$ cat config.mk
export PLATFORM = sky130hd
export DESIGN_NAME = pipe_stage_reg
export DESIGN_NICKNAME = d
export VERILOG_FILES = /design/src/rtl/pipe_stage_reg_pkg.sv /design/src/rtl/pipe_stage_reg_sat_counter.sv /design/src/rtl/pipe_stage_reg.sv
export SDC_FILE = /design/constraint.sdc
export NUM_CORES = 1
export LEC_CHECK = 0
export ABC_AREA = 1
export CAP_MARGIN = 20
export CORE_MARGIN = 4
export CORE_UTILIZATION = 40
export CTS_CLUSTER_SIZE = 14
export DETAILED_ROUTE_END_ITERATION = 7
export PLACE_DENSITY_LB_ADDON = 0.2
export SLEW_MARGIN = 0
export SYNTH_ARGS = -nofsm -noshare
export SYNTH_HDL_FRONTEND = slang
export SYNTH_SLANG_ARGS = --single-unit
$ cat constraint.sdc
create_clock -name clk -period 4 [get_ports clk]
set_clock_uncertainty 0.15 [all_clocks]
set_input_delay 0.4 -clock clk [delete_from_list [all_inputs] [get_ports clk]]
set_output_delay 0.4 -clock clk [all_outputs]
set_load 0.01 [all_outputs]
$ cat src/rtl/pipe_stage_reg_pkg.sv
// Shared definitions for the elastic pipeline stage register: state encoding,
// default field widths and control-bit positions used by every stage wrapper.
package pipe_stage_reg_pkg;

    typedef enum logic [1:0] {
        PIPE_EMPTY = 2'd0,
        PIPE_ONE   = 2'd1,
        PIPE_TWO   = 2'd2
    } pipe_state_e;

    localparam int PIPE_CTRL_LEN = 8;
    localparam int PIPE_DATA_LEN = 96;

    // Control-field bit positions, shared so all stages pack ctrl identically.
    localparam int IDEX_MEM_READ   = 0;
    localparam int IDEX_MEM_WRITE  = 1;
    localparam int IDEX_WB_EN      = 2;
    localparam int IDEX_STATUS_WEN = 3;
    localparam int IDEX_BRANCH     = 4;

    // Number of valid entries held in a given state.
    function automatic logic [1:0] held_entries(input pipe_state_e st);
        case (st)
            PIPE_ONE: held_entries = 2'd1;
            PIPE_TWO: held_entries = 2'd2;
            default:  held_entries = 2'd0;
        endcase
    endfunction

endpackage

$ cat src/rtl/pipe_stage_reg_sat_counter.sv
// Saturating event counter: adds 0..3 per cycle, sticks at all-ones,
// synchronous clear wins over any increment.
module sat_counter #(
    parameter int W = 16
) (
    input  logic         clk,
    input  logic         rst,
    input  logic         clr,
    input  logic [1:0]   inc,
    output logic [W-1:0] cnt
);

    logic [W-1:0] cnt_q;
    logic [W-1:0] cnt_d;
    logic [W+1:0] sum;

    // Next count: clear, saturate on overflow, or plain add.
    always_comb begin
        sum = {2'b00, cnt_q} + {{W{1'b0}}, inc};
        if (clr) begin
            cnt_d = '0;
        end else if (sum > {2'b00, {W{1'b1}}}) begin
            cnt_d = '1;
        end else begin
            cnt_d = sum[W-1:0];
        end
    end

    // Count register.
    always_ff @(posedge clk or negedge rst) begin
        if (!rst) begin
            cnt_q <= '0;
        end else begin
            cnt_q <= cnt_d;
        end
    end

    assign cnt = cnt_q;

endmodule

$ cat src/rtl/pipe_stage_reg.sv
// Elastic pipeline stage register with optional 2-entry skid buffer,
// synchronous flush, hazard stall and saturating stall/kill counters.
//
// state      | meaning
// -----------+--------------------------------------------------
// PIPE_EMPTY | nothing held, out_valid low
// PIPE_ONE   | main register valid and presented downstream
// PIPE_TWO   | main and skid both valid (SKID=1 only), in_ready low
module pipe_stage_reg
    import pipe_stage_reg_pkg::*;
#(
    parameter int CTRL_W = PIPE_CTRL_LEN,
    parameter int DATA_W = PIPE_DATA_LEN,
    parameter bit SKID   = 1'b1,
    parameter int CNT_W  = 16
) (
    input  logic              clk,
    input  logic              rst,
    input  logic              flush,
    input  logic              hazard,
    input  logic              in_valid,
    output logic              in_ready,
    input  logic [CTRL_W-1:0] in_ctrl,
    input  logic [DATA_W-1:0] in_data,
    output logic              out_valid,
    input  logic              out_ready,
    output logic [CTRL_W-1:0] out_ctrl,
    output logic [DATA_W-1:0] out_data,
    input  logic              cnt_clr,
    output logic [CNT_W-1:0]  stall_cnt,
    output logic [CNT_W-1:0]  kill_cnt
);

    pipe_state_e       state_q, state_d;
    logic              out_valid_q, out_valid_d;
    logic [CTRL_W-1:0] main_ctrl_q, main_ctrl_d;
    logic [DATA_W-1:0] main_data_q, main_data_d;
    logic [CTRL_W-1:0] skid_ctrl_q, skid_ctrl_d;
    logic [DATA_W-1:0] skid_data_q, skid_data_d;

    logic              accept;
    logic              drain;
    logic [1:0]        held_left;
    logic [1:0]        kill_inc;
    logic [1:0]        stall_inc;

    // Upstream ready: with the skid buffer it depends only on state, so
    // out_ready never reaches in_ready combinationally.
    always_comb begin
        if (SKID) begin
            in_ready = rst & ~hazard & (state_q != PIPE_TWO);
        end else begin
            in_ready = rst & ~hazard & (~out_valid_q | out_ready);
        end
    end

    assign accept = in_valid & in_ready;
    assign drain  = out_valid_q & out_ready;

    // Next-state and datapath selection; flush overrides everything but
    // leaves the data registers untouched.
    always_comb begin
        state_d     = state_q;
        main_ctrl_d = main_ctrl_q;
        main_data_d = main_data_q;
        skid_ctrl_d = skid_ctrl_q;
        skid_data_d = skid_data_q;
        if (flush) begin
            state_d = PIPE_EMPTY;
        end else begin
            case (state_q)
                PIPE_EMPTY: begin
                    if (accept) begin
                        state_d     = PIPE_ONE;
                        main_ctrl_d = in_ctrl;
                        main_data_d = in_data;
                    end
                end
                PIPE_ONE: begin
                    if (accept && drain) begin
                        main_ctrl_d = in_ctrl;
                        main_data_d = in_data;
                    end else if (accept && SKID) begin
                        state_d     = PIPE_TWO;
                        skid_ctrl_d = in_ctrl;
                        skid_data_d = in_data;
                    end else if (drain) begin
                        state_d = PIPE_EMPTY;
                    end
                end
                PIPE_TWO: begin
                    if (drain) begin
                        state_d     = PIPE_ONE;
                        main_ctrl_d = skid_ctrl_q;
                        main_data_d = skid_data_q;
                    end
                end
                default: state_d = PIPE_EMPTY;
            endcase
        end
        out_valid_d = (state_d != PIPE_EMPTY);
    end

    // Entries discarded by a flush: held ones not leaving this cycle plus
    // any input accepted in the same cycle.
    always_comb begin
        held_left = held_entries(state_q) - {1'b0, drain & (state_q != PIPE_EMPTY)};
        kill_inc  = flush ? (held_left + {1'b0, accept}) : 2'd0;
        stall_inc = {1'b0, hazard & in_valid};
    end

    // Stage state and payload registers.
    always_ff @(posedge clk or negedge rst) begin
        if (!rst) begin
            state_q     <= PIPE_EMPTY;
            out_valid_q <= 1'b0;
            main_ctrl_q <= '0;
            main_data_q <= '0;
            skid_ctrl_q <= '0;
            skid_data_q <= '0;
        end else begin
            state_q     <= state_d;
            out_valid_q <= out_valid_d;
            main_ctrl_q <= main_ctrl_d;
            main_data_q <= main_data_d;
            skid_ctrl_q <= skid_ctrl_d;
            skid_data_q <= skid_data_d;
        end
    end

    assign out_valid = out_valid_q;
    assign out_ctrl  = main_ctrl_q & {CTRL_W{out_valid_q}};
    assign out_data  = main_data_q;

    sat_counter #(.W(CNT_W)) u_stall_cnt (
        .clk (clk),
        .rst (rst),
        .clr (cnt_clr),
        .inc (stall_inc),
        .cnt (stall_cnt)
    );

    sat_counter #(.W(CNT_W)) u_kill_cnt (
        .clk (clk),
        .rst (rst),
        .clr (cnt_clr),
        .inc (kill_inc),
        .cnt (kill_cnt)
    );

endmodule

# == Word level (Yosys, flattened, before mapping) ==
# Cells that the tools add are included.
# word_totals
input_bits,111
ff_bits,243
word_cells,58
output_inout_bits,138
# op_classes
n_bitwise,10
order_cmp,2
eq_ne,6
addsub,4
n_mux,21
n_reduce_logical,7
# ops
op,count
96-bit two-way mux,3
96-bit one-hot mux with 3 select lines,1
16-bit two-way mux,4
"18-bit by 16-bit greater-than comparator with 1-bit output, second input constant",2
8-bit two-way mux,3
8-bit one-hot mux with 3 select lines,1
16-bit by 1-bit adder with 17-bit output,1
16-bit by 2-bit adder with 17-bit output,1
2-bit two-way mux,7
8-bit bitwise AND,1
"2-bit inequality test, second input constant",4
1-bit bitwise AND,6
2-bit one-hot mux with 3 select lines,1
5-bit AND reduction,1
2-bit one-hot mux with 2 select lines,1
4-bit AND reduction,1
2-bit nonzero test,2
1-bit NOT,3
3-bit nonzero test,1
2-bit by 1-bit adder with 2-bit output,1
"2-bit by 1-bit == test with 1-bit output, second input constant",1
"2-bit == test, second input constant",1
2-bit zero test,1
2-bit by 1-bit subtractor with 2-bit output,1
1-bit logical AND,1

# == Longest topological paths before layout ==
# Gate-level depths: netlist of the first run.
# logic_depth
ltp_word,10
mapped_depth,18
ltp_nobuf,17

# == Cells and area by module ==
# From an unflattened synthesis of the first run, not the netlist that was laid out.
# unflattened
cells_unflattened,1433
hier_area_um2,11441.0
# by_module_without_submodules
mod,seq_area_each_um2,area_per_inst_um2,cells_per_inst,instances
pipe_stage_reg,5280.1,9464.1,1185,1
sat_counter,400.4,988.4,124,2

# == Worst setup path after synthesis of the first run ==
# No wires, ideal clock.
# synth_timing
path_kind,reg2reg
startpoint,"register out_valid_q, in the netlist out_valid"
endpoint,"register u_kill_cnt.cnt_q[10], in the netlist u_kill_cnt.cnt[10]"
t_arrival_ps,3026
path_buffers,2
setup_time_ps,78
synth_period_minus_slack_ps,3254
required_ps,3772
setup_slack_ps,746
stages_incl_launch_ff,16
path_cell_list,dfrtp_1 -> buf_2 -> nand2_1 -> nor2_1 -> ha_1 -> inv_1 -> ha_1 -> xnor2_1 -> or2_2 -> a21oi_1 -> fa_1 -> nand3_1 -> nor3_2 -> nand3_1 -> buf_2 -> a21oi_1
# synth_between
elab_chain_len,9
# synth_lines
element,line_no,text
"start, declared",pipe_stage_reg.sv:35,"logic out_valid_q, out_valid_d;"
"start signal, assigned",pipe_stage_reg.sv:123,out_valid_q <= out_valid_d;
1-bit bitwise AND (*),pipe_stage_reg.sv:58,assign drain = out_valid_q & out_ready;
1-bit bitwise AND (*),pipe_stage_reg.sv:107,"held_left = held_entries(state_q) - {1'b0, drain & (state_q != PIPE_EMPTY)};"
2-bit by 1-bit subtractor with 2-bit output (*),pipe_stage_reg.sv:107,
2-bit by 1-bit adder with 2-bit output (*),pipe_stage_reg.sv:108,"kill_inc = flush ? (held_left + {1'b0, accept}) : 2'd0;"
2-bit two-way mux (*),pipe_stage_reg.sv:108,
16-bit by 2-bit adder with 17-bit output (*),pipe_stage_reg_sat_counter.sv:19,"sum = {2'b00, cnt_q} + {{W{1'b0}}, inc};"
18-bit by 16-bit greater-than comparator with 1-bit output,pipe_stage_reg_sat_counter.sv:22,"end else if (sum > {2'b00, {W{1'b1}}}) begin"
16-bit two-way mux (*),pipe_stage_reg_sat_counter.sv:22,
16-bit two-way mux (*),pipe_stage_reg_sat_counter.sv:20,if (clr) begin
via u_kill_cnt.cnt_d[10],pipe_stage_reg_sat_counter.sv:14,logic [W-1:0] cnt_d;
"end signal, assigned",pipe_stage_reg_sat_counter.sv:34,cnt_q <= cnt_d;
"end, declared",pipe_stage_reg_sat_counter.sv:13,logic [W-1:0] cnt_q;
# The timed path passes the listed nets; every way through them passes the cells marked *.
# A chain may end at the register's enable or synchronous reset.

# == Worst setup path after layout of the first run ==
# layout_timing
startpoint,register state_q[1]
endpoint,"register u_kill_cnt.cnt_q[7], in the netlist u_kill_cnt.cnt[7]"
# layout_between
elab_chain_len,9
word_cells_on_any_way,15
classes_between,3 x add/sub; 1 x order compare; 3 x eq/ne; 4 x mux; 3 x bitwise; 1 x reduce/logical
# layout_lines
element,line_no,text
"start, declared",pipe_stage_reg.sv:34,"pipe_state_e state_q, state_d;"
"start signal, assigned",pipe_stage_reg.sv:122,state_q <= state_d;
2-bit == test (tied with other cells),pipe_stage_reg_pkg.sv:23,case (st)
2-bit one-hot mux with 2 select lines (tied with other cells),pipe_stage_reg_pkg.sv:23,
2-bit by 1-bit subtractor with 2-bit output or 1-bit bitwise AND (tied branches),"pipe_stage_reg.sv:107, pipe_stage_reg.sv:57",
2-bit by 1-bit adder with 2-bit output (*),pipe_stage_reg.sv:108,
2-bit two-way mux (*),pipe_stage_reg.sv:108,
16-bit by 2-bit adder with 17-bit output (*),pipe_stage_reg_sat_counter.sv:19,
18-bit by 16-bit greater-than comparator with 1-bit output,pipe_stage_reg_sat_counter.sv:22,
16-bit two-way mux (*),pipe_stage_reg_sat_counter.sv:22,
16-bit two-way mux (*),pipe_stage_reg_sat_counter.sv:20,
via u_kill_cnt.cnt_d[7],pipe_stage_reg_sat_counter.sv:14,
# Marked as above.

==> results of run 1 <==
-- routing by layer --
metal  vias to the layer above  wire, um  track usage
met1                      4234     12900        0.257
met3                        53      1800       0.0446
met5                         -        13            0
met4                         2       757       0.0521
li1                       4390         -            -
met2                       233     13000        0.297
-- sequential cells by signal, indices dropped and copies added, names as in the netlist --
| name | count |
|---|---|
| u_stall_cnt.cnt | 16 |
| state_q | 2 |
| main_ctrl_q | 8 |
| out_data | 96 |
| skid_data_q | 96 |
| out_valid | 1 |
| u_kill_cnt.cnt | 16 |
| skid_ctrl_q | 8 |
-- worst max-delay path, stage by stage, from the launching register on --
cell and delay (ns):
dfrtp_1 0.48, nor2_1 0.23, nor2_1 0.07, ha_1 0.28
inv_1 0.04, ha_1 0.19, xnor2_1 0.13, or2_2 0.27
a21oi_1 0.24, fa_1 0.31, nand3_1 0.15, nor3_2 0.18
nand3_1 0.48, a21oi_1 0.34
-- cell families (layout without fill, tap and decap cells) --
family / Yosys count / after routing / synth area share
xor+xnor: 17 / 17 / 0.0135
mux: 82 / 82 / 0.0742
simple gates: 532 / 532 / 0.197
compound gates: 186 / 186 / 0.0922
flops: 243 / 243 / 0.550
buf+inv: 142 / 379 / 0.0647
fa+ha+maj: 7 / 7 / 0.00860
-- cell type report --
type,count,area (um^2),area share
well taps,372,465,0.0318
clock buffers,46,880,0.0601
flip-flops and latches,243,6080,0.416
repair buffers,262,2640,0.180
multi-input cells,824,4300,0.294
inverters,69,259,0.0177
clock inverters,2,10.0,0.000684
-- path summary, 6_finish.rpt --
kind	startpoint	endpoint	depth (start not counted)
hold / removal	in_data[16]	skid_data_q[16]$_DFFE_PN0P_	3
max in group asynchronous	rst	out_data[56]$_DFFE_PN0P_	4
setup reg to reg	state_q[1]$_DFF_PN0_	u_kill_cnt.cnt[7]$_DFF_PN0_	13
min in group asynchronous	rst	out_data[89]$_DFFE_PN0P_	3
setup / recovery	state_q[1]$_DFF_PN0_	u_kill_cnt.cnt[7]$_DFF_PN0_	13
hold reg to reg	skid_data_q[86]$_DFFE_PN0P_	skid_data_q[86]$_DFFE_PN0P_	2
-- power breakdown --
| part | switching [W] | internal (W) |
|---|---|---|
| combinational | 0.000723 | 0.000857 |
| sequential | 0.000275 | 0.00294 |
| clock | 0.000974 | 0.00148 |
| total | 0.00197 | 0.00528 |
-- metrics by stage --
step                      hold slack (ns)  setup slack, ns  total power, W   util
after floorplan                   -0.0456            0.746         0.00389      -
after global placement              0.302            0.269         0.00482  0.506
after detailed placement            0.307            0.161         0.00485  0.506
after CTS                           0.282            0.357         0.00735  0.539
after global routing                0.314            0.101         0.00766  0.540
final                               0.306            0.355         0.00725  0.540
-- cell usage in the layout, fill, tap and decap left out, drive strengths merged, types with 3 or more instances in the layout --
master         instances
clkbuf                46
nor2                  28
xnor2                  6
clkdlybuf4s50        247
nand2                386
nand3                103
nor3                   6
a21oi                 27
nand4                  6
buf                   14
xor2                  11
mux2i                 82
o21bai                 3
inv                   69
ha                     6
o21ai                155
dfrtp                243
==> flow_summary.html, run 1 <==
<table>
<tr><th>Metric</th><th>Value</th></tr>
<tr><th colspan="2">Run status</th></tr>
<tr><td>Run status</td><td>finished clean</td></tr>
<tr><th colspan="2">Logic synthesis</th></tr>
<tr><td>Prevailing post-synth register cell</td><td>dfrtp_1</td></tr>
<tr><td>Number of synthesized flops with an enable pin</td><td>0</td></tr>
<tr><td>Synth area leaders</td><td>dfrtp_1 55%, nand2_1 13%, mux2i_1 7.4%, nand3_1 4.7%, o21ai_1 3.6%</td></tr>
<tr><td>Cell with the most instances after synthesis</td><td>nand2_1</td></tr>
<tr><td>Netlist area before placement</td><td>roughly 0.011 mm^2</td></tr>
<tr><td>Proportion of synthesized chip area in sequential cells</td><td>0.550</td></tr>
<tr><td>Cell type contributing the most total cell area after synthesis</td><td>dfrtp_1</td></tr>
<tr><td>Cell count after synthesis</td><td>around 1,200</td></tr>
<tr><td>Avg Synthesized Cell Area</td><td>between 9 and 10 um^2</td></tr>
<tr><td>Post-synthesis register bit count</td><td>~240</td></tr>
<tr><td>Share of Yosys cell area claimed by the top area cell type</td><td>0.550</td></tr>
<tr><td>Count of cell types in the netlist</td><td>29</td></tr>
<tr><td>Count of warnings emitted by yosys</td><td>0</td></tr>
<tr><td>Commonest cells in the synthesized netlist</td><td>383 x nand2_1, 243 x dfrtp_1, 103 x nand3_1</td></tr>
<tr><td>FFs w/ async S/R, synth</td><td>1.00</td></tr>
<tr><td>Net Count, Synth</td><td>between 1,000 and 1,500</td></tr>
<tr><th colspan="2">Clock tree</th></tr>
<tr><td>Post-CTS setup repair buffer count</td><td>0</td></tr>
<tr><td>Number of hold buffers added after CTS</td><td>1</td></tr>
<tr><td>Maximum buffer depth of the clock tree</td><td>3</td></tr>
<tr><td>Count of instances resized after the clock tree is built</td><td>0</td></tr>
<tr><td>TritonCTS clock tree</td><td>done</td></tr>
<tr><td>Number of sinks on the clock net</td><td>243</td></tr>
<tr><td>Number of clock buffers inserted by TritonCTS</td><td>28</td></tr>
<tr><td>Number of levels the H-tree was split into</td><td>1</td></tr>
<tr><td>Clock latency reported for the late side of the worst-skew pair</td><td>about 0.53 ns</td></tr>
<tr><td>Clock tree root buffer cell</td><td>clkbuf_16</td></tr>
<tr><td>Clock-pin transition on the worst setup and hold timing paths</td><td>roughly 0.060 ns</td></tr>
<tr><th colspan="2">Floorplanning</th></tr>
<tr><td>Die X</td><td>174 um</td></tr>
<tr><td>Total core area</td><td>0.0271 mm^2</td></tr>
<tr><td>Vertical die dimension</td><td>174 um</td></tr>
<tr><td>Area enclosed by the die boundary</td><td>0.0304 mm^2</td></tr>
<tr><td>Top-Level Pins</td><td>~250</td></tr>
<tr><td>Placement row count</td><td>60</td></tr>
<tr><td>Starting density of the core</td><td>0.408</td></tr>
<tr><th colspan="2">Layout</th></tr>
<tr><td>Layout cell share with drive strength beyond 1</td><td>0.0581</td></tr>
<tr><td>Area Growth Syn to Fin</td><td>32.4%</td></tr>
<tr><td>Non-filler instance count after layout</td><td>1,818</td></tr>
<tr><td>Fill cells</td><td>between 2,000 and 2,500</td></tr>
<tr><td>Antenna diode count</td><td>0</td></tr>
<tr><td># nets final</td><td>between 1,500 and 2,000</td></tr>
<tr><td>Fin area</td><td>0.0146 mm^2</td></tr>
<tr><th colspan="2">Global routing</th></tr>
<tr><td>Maximum number of pins on one net before global-route repair</td><td>172</td></tr>
<tr><td>Antenna violations before repair</td><td>1</td></tr>
<tr><td>Wire length of the first global-routing pass</td><td>about 48 mm</td></tr>
<tr><td>Overall Global Routing Usage</td><td>0.187</td></tr>
<tr><td>Via count of the first global-routing pass</td><td>about 9,000</td></tr>
<tr><td>Residual overflow from global routing</td><td>0</td></tr>
<tr><th colspan="2">Placed design</th></tr>
<tr><td>Placed inst area</td><td>0.0137 mm^2</td></tr>
<tr><td>Weighted congestion reported at the end of routability-driven placement</td><td>0.813</td></tr>
<tr><td>HPWL reported at the end of detailed placement</td><td>around 18 mm</td></tr>
<tr><td>IO buf count</td><td>around 250</td></tr>
<tr><td>Cell total after placement</td><td>1,768</td></tr>
<tr><th colspan="2">Pwr</th></tr>
<tr><td>Largest voltage drop on the vdd net</td><td>roughly 0.32 mV</td></tr>
<tr><td>Leakage power figure</td><td>roughly 7.5 nW</td></tr>
<tr><td>Power Dens Cells</td><td>~500 mW/mm^2</td></tr>
<tr><th colspan="2">Critical path</th></tr>
<tr><td>Worst Setup Start Kind</td><td>flop</td></tr>
<tr><td>Largest fanout of any net on the critical path</td><td>15</td></tr>
<tr><td>CP Class</td><td>flop to flop</td></tr>
<tr><td>Critical path arrival</td><td>slightly below 4 ns</td></tr>
<tr><td>Worst setup EP type</td><td>flop</td></tr>
<tr><td>Required time at the endpoint of the critical path</td><td>4.29 ns</td></tr>
<tr><td>Worst R2R Setup Slack</td><td>0.36 ns</td></tr>
<tr><th colspan="2">STA</th></tr>
<tr><td>Highest clock rate</td><td>about 0.27 GHz</td></tr>
<tr><td>Finish-stage setup viols</td><td>0</td></tr>
<tr><td>Minimum clock period after layout</td><td>3.64 ns</td></tr>
<tr><td>Final critical-path share of the clock period</td><td>0.911</td></tr>
<tr><td>Unrepaired setup endpoints after global routing</td><td>no</td></tr>
<tr><td>Total Neg Setup Slack</td><td>0 ns</td></tr>
<tr><td>Final hold viol count</td><td>0</td></tr>
<tr><td>Relative slew slack</td><td>0.331</td></tr>
<tr><td>Max-slew violation total from the final report</td><td>0</td></tr>
<tr><td>Transition time of the tightest slew-check pin</td><td>1.00 ns</td></tr>
<tr><th colspan="2">Drt</th></tr>
<tr><td>Via-to-Cell Ratio</td><td>about 4.9</td></tr>
<tr><td>DR DRC count</td><td>0</td></tr>
<tr><td>Routed WL per cell</td><td>approximately 16 um</td></tr>
<tr><td>Post-detailed-routing wire length</td><td>around 29 mm</td></tr>
<tr><td>Overall via count from detail_route</td><td>between 8,000 and 9,000</td></tr>
<tr><td>DRT Pass-1 Iters</td><td>5</td></tr>
<tr><td>Number of DRC violations after detailed-routing iteration 0</td><td>557</td></tr>
<tr><td>Post-detailed-route count of antenna-violating nets</td><td>0</td></tr>
<tr><th colspan="2">Job</th></tr>
<tr><td>Number of maximum-capacitance constraint violations</td><td>0</td></tr>
<tr><th colspan="2">Min path</th></tr>
<tr><td>Worst min-delay path category</td><td>input port to flop</td></tr>
</table>
(Power assumes the default switching activity.)
==> run 2, diff against run 1 <==
--- a/config.mk
+++ b/config.mk
@@ -5,7 +5,6 @@
 export SDC_FILE = /design/constraint.sdc
 export NUM_CORES = 1
 export LEC_CHECK = 0
-export ABC_AREA = 1
 export CAP_MARGIN = 20
 export CORE_MARGIN = 4
 export CORE_UTILIZATION = 40
@@ -16,3 +15,4 @@
 export SYNTH_ARGS = -nofsm -noshare
 export SYNTH_HDL_FRONTEND = slang
 export SYNTH_SLANG_ARGS = --single-unit
+export TNS_END_PERCENT = 5
==> flow_summary.html, run 2 <==
<table>
<tr><th>Metric</th><th>Value</th></tr>
<tr><th colspan="2">Job</th></tr>
<tr><td>Number of maximum-capacitance constraint violations</td><td>0 (unchanged)</td></tr>
<tr><th colspan="2">Critical path</th></tr>
<tr><td>Worst setup EP type</td><td>flop</td></tr>
<tr><td>Capture point of the critical path</td><td>u_kill_cnt.cnt[5]$_DFF_PN0_</td></tr>
<tr><td>Worst reg-to-reg path cell count</td><td>13 (unchanged)</td></tr>
<tr><td>Crit Reg-Reg Endpoint</td><td>u_kill_cnt.cnt[5]$_DFF_PN0_</td></tr>
<tr><td>Launch point of the worst path</td><td>out_valid$_DFF_PN0_</td></tr>
<tr><td>Worst R2R Setup Slack</td><td>0.75 ns (+0.40 ns)</td></tr>
<tr><td>CP Class</td><td>flop to flop</td></tr>
<tr><td>Required time at the endpoint of the critical path</td><td>4.28 ns (about the same)</td></tr>
<tr><td>Largest fanout of any net on the critical path</td><td>13 (-2)</td></tr>
<tr><td>Critical path arrival</td><td>3.53 ns (-0.40 ns)</td></tr>
<tr><td>Worst Setup Start Kind</td><td>flop</td></tr>
<tr><td>Worst r2r src</td><td>out_valid$_DFF_PN0_</td></tr>
<tr><th colspan="2">STA</th></tr>
<tr><td>Highest clock rate</td><td>0.308 GHz (+12%)</td></tr>
<tr><td>Total Neg Setup Slack</td><td>0 ns (unchanged)</td></tr>
<tr><td>Unrepaired setup endpoints after global routing</td><td>no</td></tr>
<tr><td>Max-slew violation total from the final report</td><td>0 (unchanged)</td></tr>
<tr><td>Finish-stage setup viols</td><td>0 (unchanged)</td></tr>
<tr><td>Transition time of the tightest slew-check pin</td><td>0.947 ns (-0.0565 ns)</td></tr>
<tr><td>Relative slew slack</td><td>0.368 (+0.0376)</td></tr>
<tr><td>Minimum clock period after layout</td><td>3.25 ns (-0.398 ns)</td></tr>
<tr><td>Setup slack after layout</td><td>0.753 ns (+0.398 ns)</td></tr>
<tr><td>Final critical-path share of the clock period</td><td>0.812 (-0.0995)</td></tr>
<tr><td>Final hold viol count</td><td>0 (unchanged)</td></tr>
<tr><th colspan="2">Clock tree</th></tr>
<tr><td>Number of clock buffers inserted by TritonCTS</td><td>28 (unchanged)</td></tr>
<tr><td>Clock tree root buffer cell</td><td>clkbuf_16</td></tr>
<tr><td>Clock latency reported for the late side of the worst-skew pair</td><td>0.52 ns (about the same)</td></tr>
<tr><td>Number of hold buffers added after CTS</td><td>1 (unchanged)</td></tr>
<tr><td>Number of sinks on the clock net</td><td>243 (unchanged)</td></tr>
<tr><td>Clock-pin transition on the worst setup and hold timing paths</td><td>0.06 ns (about the same)</td></tr>
<tr><td>Number of levels the H-tree was split into</td><td>1 (unchanged)</td></tr>
<tr><td>Maximum buffer depth of the clock tree</td><td>3 (unchanged)</td></tr>
<tr><td>TritonCTS clock tree</td><td>done</td></tr>
<tr><td>Count of instances resized after the clock tree is built</td><td>0 (unchanged)</td></tr>
<tr><td>Post-CTS setup repair buffer count</td><td>0 (unchanged)</td></tr>
<tr><th colspan="2">Global routing</th></tr>
<tr><td>Residual overflow from global routing</td><td>0 (unchanged)</td></tr>
<tr><td>Via count of the first global-routing pass</td><td>7,168 (-21%)</td></tr>
<tr><td>Antenna violations before repair</td><td>1 (unchanged)</td></tr>
<tr><td>Maximum number of pins on one net before global-route repair</td><td>105 (-39%)</td></tr>
<tr><td>Overall Global Routing Usage</td><td>0.158 (-0.0288)</td></tr>
<tr><td>Wire length of the first global-routing pass</td><td>39.9 mm (-16%)</td></tr>
<tr><th colspan="2">Logic synthesis</th></tr>
<tr><td>Cell count after synthesis</td><td>766 (-37%)</td></tr>
<tr><td>Count of cell types in the netlist</td><td>46 (+59%)</td></tr>
<tr><td>Number of synthesized flops with an enable pin</td><td>0 (unchanged)</td></tr>
<tr><td>Cell type contributing the most total cell area after synthesis</td><td>dfrtp_1</td></tr>
<tr><td>Arithmetic-cell share of the synthesized area counting full adders, half adders and majority gates</td><td>0.00866 (+0.0000558)</td></tr>
<tr><td>Largest family of logic cells by synthesized area</td><td>multiplexers</td></tr>
<tr><td>Cell with the most instances after synthesis</td><td>mux2_2</td></tr>
<tr><td>Multiplexer fraction of the synthesized cell area</td><td>0.324 (+0.250)</td></tr>
<tr><td>Share of Yosys cell area claimed by the top area cell type</td><td>0.554 (+0.00357)</td></tr>
<tr><td>Share of the synthesized netlist area taken by xor and xnor gates</td><td>0.0151 (+0.00168)</td></tr>
<tr><td>Simple-Gate Fraction of Synth Area</td><td>0.0429 (-0.154)</td></tr>
<tr><td>Count of warnings emitted by yosys</td><td>0 (unchanged)</td></tr>
<tr><td>Proportion of synthesized chip area in sequential cells</td><td>0.554 (+0.00357)</td></tr>
<tr><td>Avg Synthesized Cell Area</td><td>14.3 um^2 (+57%)</td></tr>
<tr><td>FFs w/ async S/R, synth</td><td>1.00 (unchanged)</td></tr>
<tr><td>Compound-gate portion of the synthesized area</td><td>0.0265 (-0.0657)</td></tr>
<tr><td>Netlist area before placement</td><td>0.0110 mm^2 (-0.65%)</td></tr>
<tr><td>Net Count, Synth</td><td>884 (-33%)</td></tr>
<tr><td>Commonest cells in the synthesized netlist</td><td>249 x mux2_2, 243 x dfrtp_1, 62 x mux2_1</td></tr>
<tr><td>Post-synthesis register bit count</td><td>243 (unchanged)</td></tr>
<tr><td>Prevailing post-synth register cell</td><td>dfrtp_1</td></tr>
<tr><td>Synth area leaders</td><td>dfrtp_1 55%, mux2_2 26%, mux2_1 6.4%, xnor2_1 1.4%, a21oi_1 1.1%</td></tr>
<tr><th colspan="2">Min path</th></tr>
<tr><td>Worst min-delay path category</td><td>input port to async pin</td></tr>
<tr><th colspan="2">Floorplanning</th></tr>
<tr><td>Starting density of the core</td><td>0.408 (about the same)</td></tr>
<tr><td>Placement row count</td><td>60 (unchanged)</td></tr>
<tr><td>Area enclosed by the die boundary</td><td>0.0302 mm^2 (-0.62%)</td></tr>
<tr><td>Top-Level Pins</td><td>249 (unchanged)</td></tr>
<tr><td>Total core area</td><td>0.0270 mm^2 (-0.55%)</td></tr>
<tr><td>Die X</td><td>174 um (-0.31%)</td></tr>
<tr><td>Vertical die dimension</td><td>174 um (-0.31%)</td></tr>
<tr><th colspan="2">Pwr</th></tr>
<tr><td>Internal power</td><td>0.00512 W (-3.0%)</td></tr>
<tr><td>Share of power burned in registers</td><td>0.455 (+0.011)</td></tr>
<tr><td>Overall Power</td><td>0.00676 W (-6.8%)</td></tr>
<tr><td>Combinational cell fraction of total power</td><td>0.199 (-0.019)</td></tr>
<tr><td>Clock network fraction of design power</td><td>0.346 (+0.008)</td></tr>
<tr><td>Leakage power figure</td><td>6.19 nW (-17%)</td></tr>
<tr><td>Largest voltage drop on the vdd net</td><td>0.359 mV (+14%)</td></tr>
<tr><td>Switching power total</td><td>0.00164 W (-17%)</td></tr>
<tr><td>Switching Fraction</td><td>0.242 (-0.0298)</td></tr>
<tr><td>Power Dens Cells</td><td>463 mW/mm^2 (-6.5%)</td></tr>
<tr><th colspan="2">Layout</th></tr>
<tr><td>Area Growth Syn to Fin</td><td>32.8%</td></tr>
<tr><td># nets final</td><td>1,132 (-27%)</td></tr>
<tr><td>Layout cell share with drive strength beyond 1</td><td>0.300 (+0.242)</td></tr>
<tr><td>Commonest non-fill, non-tap cell in the layout</td><td>mux2_2</td></tr>
<tr><td>Most used cells in the layout excluding fill and tap cells</td><td>249 x mux2_2, 247 x clkdlybuf4s50_1, 243 x dfrtp_1</td></tr>
<tr><td>Antenna diode count</td><td>0 (unchanged)</td></tr>
<tr><th colspan="2">Drt</th></tr>
<tr><td>Overall via count from detail_route</td><td>6,953 (-22%)</td></tr>
<tr><td>Routed WL per cell</td><td>18.0 um (+15%)</td></tr>
<tr><td>Post-detailed-route count of antenna-violating nets</td><td>0 (unchanged)</td></tr>
<tr><td>Post-detailed-routing wire length</td><td>24.6 mm (-14%)</td></tr>
<tr><td>Via-to-Cell Ratio</td><td>5.08 (+3.5%)</td></tr>
<tr><td>DR DRC count</td><td>0 (unchanged)</td></tr>
<tr><td>Number of DRC violations after detailed-routing iteration 0</td><td>326 (-41%)</td></tr>
<tr><td>DRT Pass-1 Iters</td><td>4 (-1)</td></tr>
<tr><th colspan="2">Placed design</th></tr>
<tr><td>HPWL reported at the end of detailed placement</td><td>16.0 mm (-11%)</td></tr>
<tr><td>IO buf count</td><td>248 (unchanged)</td></tr>
<tr><td>Worst-case setup slack after placement</td><td>0.402 ns (+0.241 ns)</td></tr>
<tr><td>Weighted congestion reported at the end of routability-driven placement</td><td>0.797 (-2.0%)</td></tr>
<tr><th colspan="2">Run status</th></tr>
<tr><td>Run status</td><td>finished clean</td></tr>
</table>
## run 2: worst max-delay path, stage by stage, from the launching register on
cell	delay [ns]
dfrtp_1	0.51
nand2_2	0.17
nor2_1	0.06
ha_1	0.27
inv_1	0.04
ha_1	0.19
xnor2_1	0.16
xnor2_1	0.13
and2_1	0.19
fa_1	0.24
nand4_1	0.23
nor2_1	0.25
nand2_1	0.32
a21oi_1	0.24
## run 2: layout make-up
class	count	area, um^2
timing repair buffer	259	2620
clock inverter	4	23.8
inverter	11	41.3
tap	341	427
clock buffer	41	811
sequential	243	6080
multi-input combinational	471	4590
fill	2292	12400
## run 2: per-stage QoR
step | cell area, um^2 | instances | utilization | hold WS [ns]
after detailed placement | 13700 | 1324 | 0.510 | 0.130
after floorplan | 11000 | 766 | - | -0.0456
final | 14600 | 1370 | 0.541 | 0.188
after global placement | 13700 | 1323 | 0.509 | 0.129
after global routing | 14600 | 1370 | 0.541 | 0.187
after CTS | 14600 | 1370 | 0.541 | 0.169
## run 2: worst min-delay path by stage
stage                             endpoint  depth (start not counted)
2_1_floorplan   main_ctrl_q[0]$_DFFE_PN0P_                          0
6_report       skid_data_q[91]$_DFFE_PN0P_                          2
3_3_place_gp   skid_data_q[91]$_DFFE_PN0P_                          1
5_1_grt        skid_data_q[91]$_DFFE_PN0P_                          2
3_5_place_dp   skid_data_q[91]$_DFFE_PN0P_                          1
4_1_cts         skid_ctrl_q[1]$_DFFE_PN0P_                          2
## run 2: power by group through the flow
stage          clock network [W]  logic, W  registers (W)
2_1_floorplan                  0  0.000442        0.00321
3_3_place_gp                   0   0.00135        0.00311
3_5_place_dp                   0   0.00136        0.00312
4_1_cts                  0.00243   0.00137        0.00308
5_1_grt                  0.00252   0.00144        0.00314
6_report                 0.00234   0.00134        0.00308
## run 2: cell families after synthesis
| logic type | count (synthesis) |
|---|---|
| xor gates and xnor gates | 19 |
| muxes | 315 |
| and+or+nand+nor | 84 |
| buffers and inverters | 52 |
| adders and majority gates | 7 |
| AOI/OAI and AO/OA | 46 |
| DFF | 243 |
## run 2: layer usage
metal / track usage / wire, um / up-vias / share of wire
met4: 0.0386 / 486 / 2 / 0.020
met3: 0.0462 / 1800 / 32 / 0.073
met2: 0.246 / 11000 / 202 / 0.45
met5: 0 / 7 / - / 0.00028
li1: - / - / 3247 / -
met1: 0.220 / 11300 / 3470 / 0.46
